File: config.mk
export PLATFORM = sky130hd
export DESIGN_NAME = sfifo_fwft
export DESIGN_NICKNAME = d
export VERILOG_FILES = /design/src/rtl/sfifo_fwft.sv
export SDC_FILE = /design/constraint.sdc
export NUM_CORES = 1
export LEC_CHECK = 0
export ABC_AREA = 1
export ABC_CLOCK_PERIOD_IN_PS = 1880
export BUFFER_PORTS_ARGS = -buffer_cell sky130_fd_sc_hd__buf_2
export CAP_MARGIN = 40
export CORE_ASPECT_RATIO = 0.7
export CORE_MARGIN = 10
export CORE_UTILIZATION = 25
export CTS_BUF_LIST = sky130_fd_sc_hd__clkbuf_8
export CTS_CLUSTER_SIZE = 16
export DETAILED_ROUTE_END_ITERATION = 16
export PLACE_DENSITY = 0.41
export SETUP_SLACK_MARGIN = 0.02
export SYNTH_ARGS = -nofsm -noshare
export SYNTH_HDL_FRONTEND = slang
export SYNTH_SLANG_ARGS = --single-unit
File: constraint.sdc
create_clock -name i_clk -period 1.88 [get_ports i_clk]
set_input_delay 0.188 -clock i_clk [delete_from_list [all_inputs] [get_ports i_clk]]
set_output_delay 0.188 -clock i_clk [all_outputs]
set_load 0.01 [all_outputs]
File: src/rtl/sfifo_fwft.sv
// ----------------------------------------------------------------------------
// sfifo_fwft: single-clock synchronous FIFO with first-word fall-through.
//
// The head entry is driven on o_dout combinationally whenever the FIFO is
// non-empty, so a reader sees data with no read latency and i_rd simply
// acknowledges (pops) the word currently shown.
//
// Parameters
//   WIDTH        data width in bits (>= 1)
//   DEPTH_NBITS  log2 of depth; DEPTH = 2**DEPTH_NBITS, 0 gives a 1-entry FIFO
//
// Ports
//   i_clk      clock, rising edge
//   i_rst      synchronous active-high reset
//   i_din      write data
//   i_wr       write strobe
//   i_rd       read/pop strobe, acknowledges the entry on o_dout
//   o_dout     head entry, valid when o_empty = 0
//   o_count    registered occupancy
//   o_ncount   occupancy after the coming edge (combinational)
//   o_full     count == DEPTH
//   o_fullm1   count >= DEPTH-1
//   o_empty    count == 0
//   o_emptyp2  count <= 2
//
// Optional macro SFIFO_CHECK_EN: adds simulation-only messages on overflow
// (wr & full & ~rd) and underflow (rd & empty) attempts. Behaviour is the
// same with or without it.
// ----------------------------------------------------------------------------
module sfifo_fwft #(
    parameter int unsigned WIDTH       = 8,
    parameter int unsigned DEPTH_NBITS = 2
) (
    input  logic                   i_clk,
    input  logic                   i_rst,
    input  logic [WIDTH-1:0]       i_din,
    input  logic                   i_wr,
    input  logic                   i_rd,
    output logic [WIDTH-1:0]       o_dout,
    output logic [DEPTH_NBITS:0]   o_count,
    output logic [DEPTH_NBITS:0]   o_ncount,
    output logic                   o_full,
    output logic                   o_fullm1,
    output logic                   o_empty,
    output logic                   o_emptyp2
);

    localparam int unsigned DEPTH = 1 << DEPTH_NBITS;
    localparam int unsigned CW    = DEPTH_NBITS + 1;

    logic [WIDTH-1:0] r_mem [DEPTH];
    logic [CW-1:0]    r_count;
    logic             w_rd_eff;
    logic             w_wr_eff;
    logic [CW-1:0]    w_ncount;

    // A read on empty is ignored; a write on full only lands if a pop frees a slot.
    assign w_rd_eff = i_rd & ~o_empty;
    assign w_wr_eff = i_wr & (~o_full | w_rd_eff);
    assign w_ncount = r_count + CW'(w_wr_eff) - CW'(w_rd_eff);

    always_ff @(posedge i_clk) begin
        if (i_rst) begin
            r_count <= '0;
        end else begin
            r_count <= w_ncount;
        end
    end

    if (DEPTH_NBITS > 0) begin : g_ptr
        logic [DEPTH_NBITS-1:0] r_wptr;
        logic [DEPTH_NBITS-1:0] r_rptr;

        always_ff @(posedge i_clk) begin
            if (i_rst) begin
                r_wptr <= '0;
                r_rptr <= '0;
            end else begin
                if (w_wr_eff) r_wptr <= r_wptr + DEPTH_NBITS'(1);
                if (w_rd_eff) r_rptr <= r_rptr + DEPTH_NBITS'(1);
            end
        end

        // Storage is not reset; gating with i_rst keeps reset from touching it.
        always_ff @(posedge i_clk) begin
            if (!i_rst && w_wr_eff) r_mem[r_wptr] <= i_din;
        end

        assign o_dout = r_mem[r_rptr];
    end else begin : g_single
        // One entry: no pointers, the single slot is both head and tail.
        always_ff @(posedge i_clk) begin
            if (!i_rst && w_wr_eff) r_mem[0] <= i_din;
        end

        assign o_dout = r_mem[0];
    end

    // Flags decode the registered count only, so they lag the strobe by one edge.
    assign o_count   = r_count;
    assign o_ncount  = w_ncount;
    assign o_full    = (r_count == CW'(DEPTH));
    assign o_fullm1  = (r_count >= CW'(DEPTH - 1));
    assign o_empty   = (r_count == '0);
    assign o_emptyp2 = (32'(r_count) <= 32'd2);

`ifdef SFIFO_CHECK_EN
`ifndef SYNTHESIS
    always @(posedge i_clk) begin
        if (!i_rst && i_wr && o_full && !i_rd) begin
            $display("%0t %m: sfifo overflow attempt, write dropped", $time);
        end
        if (!i_rst && i_rd && o_empty) begin
            $display("%0t %m: sfifo underflow attempt, read ignored", $time);
        end
    end
`endif
`endif

endmodule

Yosys cells after proc, flatten, opt, wreduce, memory -nomap -nowiden --
Memory sizes are Yosys's and may differ from the RTL's. A register that Yosys moved wholly into a read port is not among the register bits. Index checks and enable logic that the tools add are counted.
Cells by class: bitwise operators 5, reductions and logical operators 3, muxes and demuxes 4, $lt $le $gt $ge 2, add/subtract/negate cells 4, eq/ne operators 1
Operator list (count):
- 2-bit by 1-bit adder with 2-bit output, second input constant | 2
- 2-bit 2-to-1 mux | 2
- 3-bit by 1-bit adder with 3-bit output | 1
- 3-bit equality test, second input constant | 1
- 3-bit by 2-bit >= comparator with 1-bit output, second input constant | 1
- 3-bit by 2-bit less-or-equal comparator with 1-bit output, second input constant | 1
- 3-bit logical NOT | 1
- 3-bit by 1-bit subtractor with 3-bit output | 1
- 1-bit AND | 2
- 1-bit 2-to-1 mux | 2
- 1-bit NOT | 2
- 1-bit logical AND | 1
- 1-bit logical NOT | 1
- 1-bit bitwise OR | 1
Word-level totals: bits in writable memories 32, logic and storage cells 23, output and inout port bits 18, input bits 12, register bits 7, memories 1
Memories:
- r_mem | depth 4, width 8, read ports 1, clocked after memory_dff 1, wr ports 1, line 51 | logic [WIDTH-1:0] r_mem [DEPTH];

Depth between registers and ports, before layout --
Gate-level depths: netlist (run 1).
word-level depth 8, depth in mapped cells 10, mapped depth without buffers 10

Worst setup path after synthesis (run 1) --
No wires, ideal clock.
path type reg2out, start point reg r_count[1] (netlist: o_count[1]), end point out o_ncount[2], path buffers 0, stages on the path, launching flop included 11, arrival 1.790 ns, required time 1.692 ns, path slack -0.098 ns, cells stage by stage dfxtp_1 > nor2_4 > nand3_2 > nand2_1 > inv_1 > nand2_1 > nand2_2 > ha_1 > fa_1 > or2_2 > nand2_1
On the way: cells in the longest elaborated chain, start to end 7, elaborated cells on any way between the ends 9, those cells by class add/sub (2); eq/ne (1); bitwise (5); reduce/logical (1)
Ends and longest elaborated chain:
- from (decl) | line 52 | logic [CW-1:0] r_count;
- from (signal assigned) | line 66 | r_count <= w_ncount;
- 3-bit logical NOT | line 104 | assign o_empty = (r_count == '0);
- 1-bit NOT | line 58 | assign w_rd_eff = i_rd & ~o_empty;
- 1-bit AND | line 58
- 1-bit bitwise OR | line 59 | assign w_wr_eff = i_wr & (~o_full | w_rd_eff);
- 1-bit AND | line 59
- 3-bit by 1-bit adder with 3-bit output | line 60 | assign w_ncount = r_count + CW'(w_wr_eff) - CW'(w_rd_eff);
- 3-bit by 1-bit subtractor with 3-bit output (*) | line 60
- to (decl) | line 41 | output logic [DEPTH_NBITS:0] o_ncount,
Every way passes the cells marked *; elsewhere a longest branch is shown, timed or not.

Worst setup path after layout (run 1) --
start point reg r_count[0] (netlist: o_count[0]), end point out o_ncount[2]
Same word-level chain as after synthesis.

==> results.toml, run 1 <==
[hold_path]
min_from = "i_din[0]"
holdPathStages = 1
holdPathEnd = "r_mem[3][0]"
hold_path_class = "in -> reg"

[detailed_routing]
ant_nets = 0
wl_per_cell_um = 12.6
dr.pass1.iters = 4
drc = 0
drt_iter0_markers = 62
drt_wl_total_mm = 3.75
via_count = 1213
vias_per_cell = 4.06

[grt]
grt_pass1_wl_mm = 6.25
antenna_found_initial = 0
grt.total_usage = 0.0722
grt_max_degree = 17
first_global_vias = 1277
globalRoute.totalOverflow = 0

[yosys]
yosysUniqueCellTypes = 21
netlist_instances = 152
synth-seq-area-share = 0.653
syn_nets = 172
ys_warn_count = 0
ys_seq_elements = 41
syn_area_um2 = 1750
avgSynthCellArea_um2 = 11.5

[critical_path]
path_class = "reg -> out"
cp.required_ns = 1.69
r2r_cells = 11
reg2reg_slack_ns = 0.11
worstSetupStartpointType = "flop"
arrival_ns = 1.99
regToRegStartpoint = "o_count[0]"
reg2reg_to = "o_count[1]"
critPathMaxFanout = 2
end_kind = "output port"

[timing]
slew_headroom = 0.660
tightestPinTransition_ns = 0.509
fmax_ghz = 0.460
post-route-period-util = 1.16
fin_crit_ns = 2.17
finalHoldViolCount = 0
finalWorstSetupSlack_ns = -0.295
rsz0062_at_grt = "yes"
fin_skew_ns = 0.00420
finalMaxSlewViolations = 0
setup_viol = 2

[floorplan]
io-pin-count = 30
rows = 25
start_util = 0.259
die_h_um = 89.9
dieArea_um2 = 10800
die_w_um = 120
core_um2 = 6760

[cts]
cts_max_level = 2
root_buffer = "clkbuf_8"
clk_latency_ns = 0.29
cts_inserted_buffers = 5
cts_tree = "done"
clk_pin_slew_ns = 0.08
cts.sinks = 41
clk_path_buf_depth = 2
hold_buffers = 0

[power]
pwr_density_cell_nw_per_um2 = 1350
power_leakage_nw = 0.918
fin_total_pwr_mw = 3.11
vdd_drop_max_v = 0.000372

[run_status]
violations = "negative setup slack"
status = "finished with violations"

[final_layout]
layout_common_cells = "edfxtp_1 (32), buf_2 (27), nor2_1 (21)"
antennaDiodeCount = 0
final_common_cell = "edfxtp_1"
utilization = 0.340
n_fill_cell = 697
drive_above_1_share = 0.380
layout.nets = 225
syn_to_final_growth_pct = 31.6

[job]
max_cap_viol_count = 0

[placed_design]
hpwl_mm = 2.67
gp_congestion = 0.697
io_buffers = 29
[synth_stat cells (all sizes together)]
library cell | count | share of area
nor3 | 2 | 0.0057
fa | 1 | 0.011
dfxtp | 9 | 0.10
nand3 | 5 | 0.017
a21oi | 6 | 0.017
o21ai | 17 | 0.049
edfxtp | 32 | 0.55
inv | 19 | 0.041
nor2 | 25 | 0.058
nand2 | 16 | 0.046
ha | 7 | 0.050
buf | 2 | 0.011
or2 | 3 | 0.012
o22ai | 8 | 0.029
[power breakdown]
group / leakage [nW] / total (mW) / internal, mW / switching [mW]
clock network: 0.0540 / 0.670 / 0.386 / 0.285
registers: 0.366 / 1.15 / 1.08 / 0.0718
logic: 0.498 / 1.29 / 0.618 / 0.673
total: 0.918 / 3.11 / 2.08 / 1.03
[layer usage]
metal,vias to the layer above,part of all wire,GRT usage
met4,0,0.0067,0.0210
met5,-,0,0
met3,5,0.039,0.0262
li1,623,-,-
met2,15,0.46,0.116
met1,570,0.50,0.0887
[critical path, cell delays in order (launching register included)]
cell	delay (ns)
dfxtp_4	0.35
nor2_4	0.14
nand3_2	0.10
nand2_1	0.06
inv_1	0.05
nand2_1	0.06
nand2_2	0.06
ha_4	0.15
fa_2	0.33
or2_4	0.24
nand2_2	0.07
buf_6	0.09
[state kept, by name (all words and copies together) (netlist names), named ones only]
name          flops
o_count           3
r_mem            32
g_ptr.r_wptr      2
g_ptr.r_rptr      2
[how the worst max path moves through the flow]
stage | startpoint | slack, ns | cells after the start | endpoint
after detailed placement | o_count[0] | -0.03 | 11 | o_ncount[2]
final | o_count[0] | -0.29 | 11 | o_ncount[2]
after global routing | o_count[0] | -0.38 | 11 | o_ncount[2]
after floorplan | o_count[0] | 0.04 | 10 | o_ncount[2]
after CTS | o_count[1] | -0.30 | 11 | o_ncount[2]
after global placement | o_count[0] | -0.02 | 11 | o_ncount[2]
[cells by family after synthesis]
kind of cell / synth area share
adders and majority gates: 0.0616
DFF: 0.653
AOI/OAI and AO/OA: 0.0946
buffers and inverters: 0.0516
and+or+nand+nor: 0.139
[metrics by stage]
step | hold WS (ns) | instance area, µm² | TNS [ns] | instances | setup WS [ns]
3_3_place_gp | 0.413 | 2060 | -0.0196 | 281 | -0.0196
6_report | 0.114 | 2300 | -0.505 | 299 | -0.295
3_5_place_dp | 0.413 | 2070 | -0.0319 | 282 | -0.0319
5_1_grt | 0.104 | 2300 | -0.670 | 299 | -0.377
2_1_floorplan | 0.250 | 1760 | 0 | 152 | 0.0382
4_1_cts | 0.109 | 2290 | -1.04 | 302 | -0.296
[what timing repair did]
action	CTS	global route
pin swaps	3	3
resized for setup	5	7
setup endpoints to repair	2	13
buffers inserted	13	1
[area by class of cell]
type                       instances  area (µm²)  area share
sequential                        41        1150       0.500
multi-input combinational         90         556       0.242
timing repair buffer              48         300       0.131
tap                               94         118      0.0512
inverter                          19        71.3      0.0310
clock buffer                       5        68.8      0.0299
clock inverter                     2        35.0      0.0152
(Power assumes the default switching activity.)
==> run 2, diff against run 1 <==
CORE_UTILIZATION = 52   (was 25)
PLACE_DENSITY = 0.76   (was 0.41)
REMOVE_ABC_BUFFERS = 1   (was unset)
==> results.toml, run 2 (same netlist as run 1, synthesis figures left out) <==
[timing]
finalMaxSlewViolations = 0
finalHoldViolCount = 0
post-route-period-util = 1.16
timing.hold.ws_ns = 0.116
fin_skew_ns = 0.00784
finalWorstSetupSlack_ns = -0.293
setup_viol = 2
tightestPinTransition_ns = 0.317
slew_headroom = 0.788
fin_crit_ns = 2.17
fmax_ghz = 0.460
rsz0062_at_grt = "yes"
fin_tns_setup_ns = -0.477

[power]
pwr_density_cell_nw_per_um2 = 1360
fin_total_pwr_mw = 2.98
vdd_drop_max_v = 0.000718
power_leakage_nw = 0.919

[critical_path]
reg2reg_slack_ns = 0.16
arrival_ns = 1.98
critPathMaxFanout = 2
path_class = "reg -> out"
path_cells = "nor2_4, nand3_2, nand2_1, inv_2, nand2_2, nand2_2, ha_4, fa_2, or2_4, nand2_2, buf_6"
cp_num_buf_inv = 2
regToRegStartpoint = "o_count[1]"
critPathSlowestCell = "dfxtp_2"
max_stage_delay_ns = 0.33
worstSetupStartpointType = "flop"
cp.required_ns = 1.69
crit_family = "simple AND/OR/NAND/NOR gates"
end_kind = "output port"
startpoint = "o_count[1]"
cpMostUsedCell = "nand2_2"

[run_status]
violations = "negative setup slack"
status = "finished with violations"

[floorplan]
dieArea_um2 = 6110
start_util = 0.547
io-pin-count = 30
rows = 17
die_h_um = 68.5
core_um2 = 3190
die_w_um = 89.3

[final_layout]
regMostFlops = "r_mem"
syn_to_final_growth_pct = 25.4
utilization = 0.687
layout.nets = 226
layout_common_cells = "edfxtp_1 (32), buf_2 (27), nor2_1 (24)"
drive_above_1_share = 0.357
stdcell_area_um2 = 2190
final_common_cell = "edfxtp_1"
n_fill_cell = 231
antennaDiodeCount = 0
stdcell_count = 245
largest_reg_flops = 32

[grt]
antenna_found_initial = 0
globalRoute.totalOverflow = 0
met1_usage = 0.157
use_met2 = 0.216
grt_pass1_wl_mm = 5.99
grt_use_met3 = 0.0445
grt.total_usage = 0.129
grt_max_degree = 17
top_usage_layer = "met2"
first_global_vias = 1224

[job]
max_cap_viol_count = 0

[detailed_routing]
vias_per_cell = 5.26
wl_per_cell_um = 15.6
drt_wl_total_mm = 3.82
dr.pass1.iters = 4
drc = 0
via_count = 1289
drt_iter0_markers = 120
ant_nets = 0

[cts]
root_buffer = "clkbuf_8"
clk_path_buf_depth = 2
cts.sinks = 41
clk_latency_ns = 0.28
cts_max_level = 2
cts_tree = "done"
clk_pin_slew_ns = 0.08
cts_inserted_buffers = 5
hold_buffers = 0

[placed_design]
place_inst = 230
gp_congestion = 0.777
dp_worst_setup_slack_ns = -0.126
placed_cell_area_um2 = 2020
hpwl_mm = 2.68
io_buffers = 29

[hold_path]
min_from = "i_din[0]"
hold_path_class = "in -> reg"
-- run 2: repair_timing --
item / in CTS / in global routing
endpoints found under the setup margin: 2 / 3
setup buffers: 3 / 4
resized for setup: 8 / 4
pin swaps: 4 / 3
-- run 2: where the power goes --
part / switching [mW] / internal (mW)
logic: 0.699 / 0.612
clock network: 0.272 / 0.250
registers: 0.0773 / 1.07
-- run 2: path summary, 6_finish.rpt --
| check | depth (start not counted) | end |
|---|---|---|
| max | 11 | o_ncount[2] |
| min reg2reg | 2 | flop |
| max reg2reg | 10 | o_count[2] |
| min | 1 | r_mem[2][0] |
-- run 2: metal layers --
layer | wire (µm) | share of wire | up-vias
met5 | 0 | 0 | -
met4 | 44 | 0.012 | 0
met3 | 263 | 0.069 | 4
met2 | 1890 | 0.49 | 45
met1 | 1630 | 0.43 | 610
li1 | - | - | 630
-- run 2: layout make-up --
| cell class | count | area, µm² | area share |
|---|---|---|---|
| sequential | 41 | 1140 | 0.523 |
| multi-input combinational | 90 | 538 | 0.246 |
| timing repair buffer | 49 | 308 | 0.140 |
| inverter | 19 | 71.3 | 0.0326 |
| clock buffer | 5 | 68.8 | 0.0314 |
| tap | 38 | 47.5 | 0.0217 |
| clock inverter | 3 | 12.5 | 0.00571 |
-- run 2: worst register-to-register path: stages, from the launching register on --
cell and delay (ns):
dfxtp_2 0.33, nor2_4 0.14, nand3_2 0.09, nand2_1 0.08, inv_2 0.04, nand2_2 0.06
nand2_2 0.06, ha_4 0.15, fa_2 0.33, or2_4 0.24, a21oi_1 0.12
==> run 3, diff against run 2 <==
ABC_AREA = unset   (was 1)
CORE_UTILIZATION = 51   (was 52)
PLACE_DENSITY = 0.75   (was 0.76)
==> results.toml, run 3 <==
[timing]
post-route-period-util = 1.22
finalWorstSetupSlack_ns = -0.415
finalHoldViolCount = 0
fmax_ghz = 0.436
fin_crit_ns = 2.29
fin_skew_ns = 0.00868
setup_viol = 4
tightestPinTransition_ns = 0.585
timing.hold.ws_ns = 0.108
rsz0062_at_grt = "yes"
finalMaxSlewViolations = 0
slew_headroom = 0.605

[power]
power_leakage_nw = 0.847
vdd_drop_max_v = 0.000767
pwr_density_cell_nw_per_um2 = 1400

[placed_design]
dp_worst_setup_slack_ns = -0.189
io_buffers = 29
gp_congestion = 0.874
placed_cell_area_um2 = 1950
hpwl_mm = 2.44

[floorplan]
die_h_um = 67.9
die_w_um = 88.4
rows = 17
dieArea_um2 = 6000
start_util = 0.531
core_um2 = 3150
io-pin-count = 30

[final_layout]
largest_reg_flops = 32
stdcell_area_um2 = 2150
drive_above_1_share = 0.500
syn_to_final_growth_pct = 28.5
layout.nets = 165
regMostFlops = "r_mem"
layout_common_cells = "edfxtp_1 (32), buf_2 (27), buf_4 (15)"
antennaDiodeCount = 0
final_common_cell = "edfxtp_1"

[critical_path]
path_class = "reg -> out"
end_kind = "output port"
critPathMaxFanout = 2
cp.required_ns = 1.69
worstSetupStartpointType = "flop"
r2r_cells = 8
arrival_ns = 2.11

[yosys]
syn_area_um2 = 1670
ys_async_sr_fraction = 0
post-synth-top-count-cell = "edfxtp_1"
yosysTopAreaCell = "edfxtp_1"
avgSynthCellArea_um2 = 17.4
synth_edf_count = 32
ys_seq_elements = 41
synth-seq-area-share = 0.683
synth_top_area_share = 0.575
synth_commonest_cells = "edfxtp_1 (32), dfxtp_1 (9), mux4_2 (8), ha_1 (7), inv_1 (6)"
ys_top_cells_by_area = "edfxtp_1 (58%), dfxtp_1 (11%), mux4_2 (11%)"
ys_warn_count = 0
synth_top_flop_cell = "edfxtp_1"
yosysUniqueCellTypes = 26
netlist_instances = 96

[cts]
cts_tree = "done"
clk_pin_slew_ns = 0.08
root_buffer = "clkbuf_8"
clk_latency_ns = 0.29
cts.sinks = 41
cts_max_level = 2
hold_buffers = 0
cts_inserted_buffers = 5
clk_path_buf_depth = 2

[job]
max_cap_viol_count = 0

[hold_path]
holdPathStages = 1
hold_path_class = "in -> reg"

[detailed_routing]
drt_iter0_markers = 117
ant_nets = 0
drt_wl_total_mm = 3.53
vias_per_cell = 5.31
dr.pass1.iters = 4
drc = 0
via_count = 977
wl_per_cell_um = 19.2

[grt]
grt_pass1_wl_mm = 5.20
grt.total_usage = 0.120
globalRoute.totalOverflow = 0
first_global_vias = 1023
antenna_found_initial = 0
grt_max_degree = 15

[run_status]
status = "finished with violations"
violations = "negative setup slack"
-- run 3: changes by cell type after synthesis, moves of 3 or more --
cell     change
o21ai_0     -16
nor2b_1      +3
nand3_1      -4
nor2_1      -19
a21oi_1      -6
nor3b_1      +4
inv_1       -11
o22ai_1      -8
mux4_2       +8
nand2_1     -11
-- run 3: timing repair --
action | 4_1_cts | 5_1_grt
gates resized for setup | 13 | 4
pin swaps | 4 | 2
cloned | 0 | 0
setup buffers | 2 | 1
setup endpoints to repair | 5 | 5
-- run 3: worst max-delay path: stages, from the launching register on --
cell and delay, ns:
dfxtp_2 0.32, or3b_4 0.39, o21ai_2 0.14, mux2i_1 0.10, ha_2 0.20, fa_2 0.35, xnor2_2 0.16, buf_2 0.17
-- run 3: path summary, 6_finish.rpt --
kind | startpoint | to | slack, ns
max | o_count[0] | o_ncount[2] | -0.41
min | i_din[4] | r_mem[0][4] | 0.11
max reg2reg | o_count[0] | o_count[2] | -0.15
min reg2reg | g_ptr.r_rptr[1] | flop | 0.54
-- run 3: stage by stage --
stage / util / instances / power [mW] / TNS (ns)
finish: 0.682 / 184 / 3.01 / -0.991
floorplan: - / 93 / 1.67 / -1.23
global placement: 0.619 / 173 / 2.06 / -0.197
CTS: 0.673 / 183 / 2.89 / -0.950
detailed placement: 0.619 / 173 / 2.09 / -0.482
global route: 0.682 / 184 / 3.16 / -1.41
-- run 3: final cells by class --
class	count	area, µm²
inverter	6	22.5
tap	38	47.5
fill	218	1000
sequential	41	1140
multi-input combinational	46	542
timing repair buffer	45	282
clock inverter	3	38.8
clock buffer	5	68.8
-- run 3: kinds of logic after synthesis --
family,Yosys count,share of synthesized area
AO/OA/AOI/OAI,6,0.0247
flip-flops,41,0.683
adder cells (fa/ha/maj),8,0.0644
multiplexers,11,0.129
buffers and inverters,9,0.0210
AND/OR/NAND/NOR,18,0.0622
XOR/XNOR,3,0.0157
-- run 3: metal layers --
layer / share of wire / vias to the layer above / track usage
met3: 0.071 / 6 / 0.0427
met5: 0 / - / 0
li1: - / 456 / -
met2: 0.55 / 29 / 0.220
met1: 0.37 / 486 / 0.128
met4: 0.011 / 0 / 0.0361
-- run 3: where the power goes --
part | total [mW] | switching, mW | internal (mW)
sequential | 1.13 | 0.0572 | 1.07
clock | 0.664 | 0.276 | 0.388
combinational | 1.22 | 0.572 | 0.648
total | 3.01 | 0.905 | 2.11
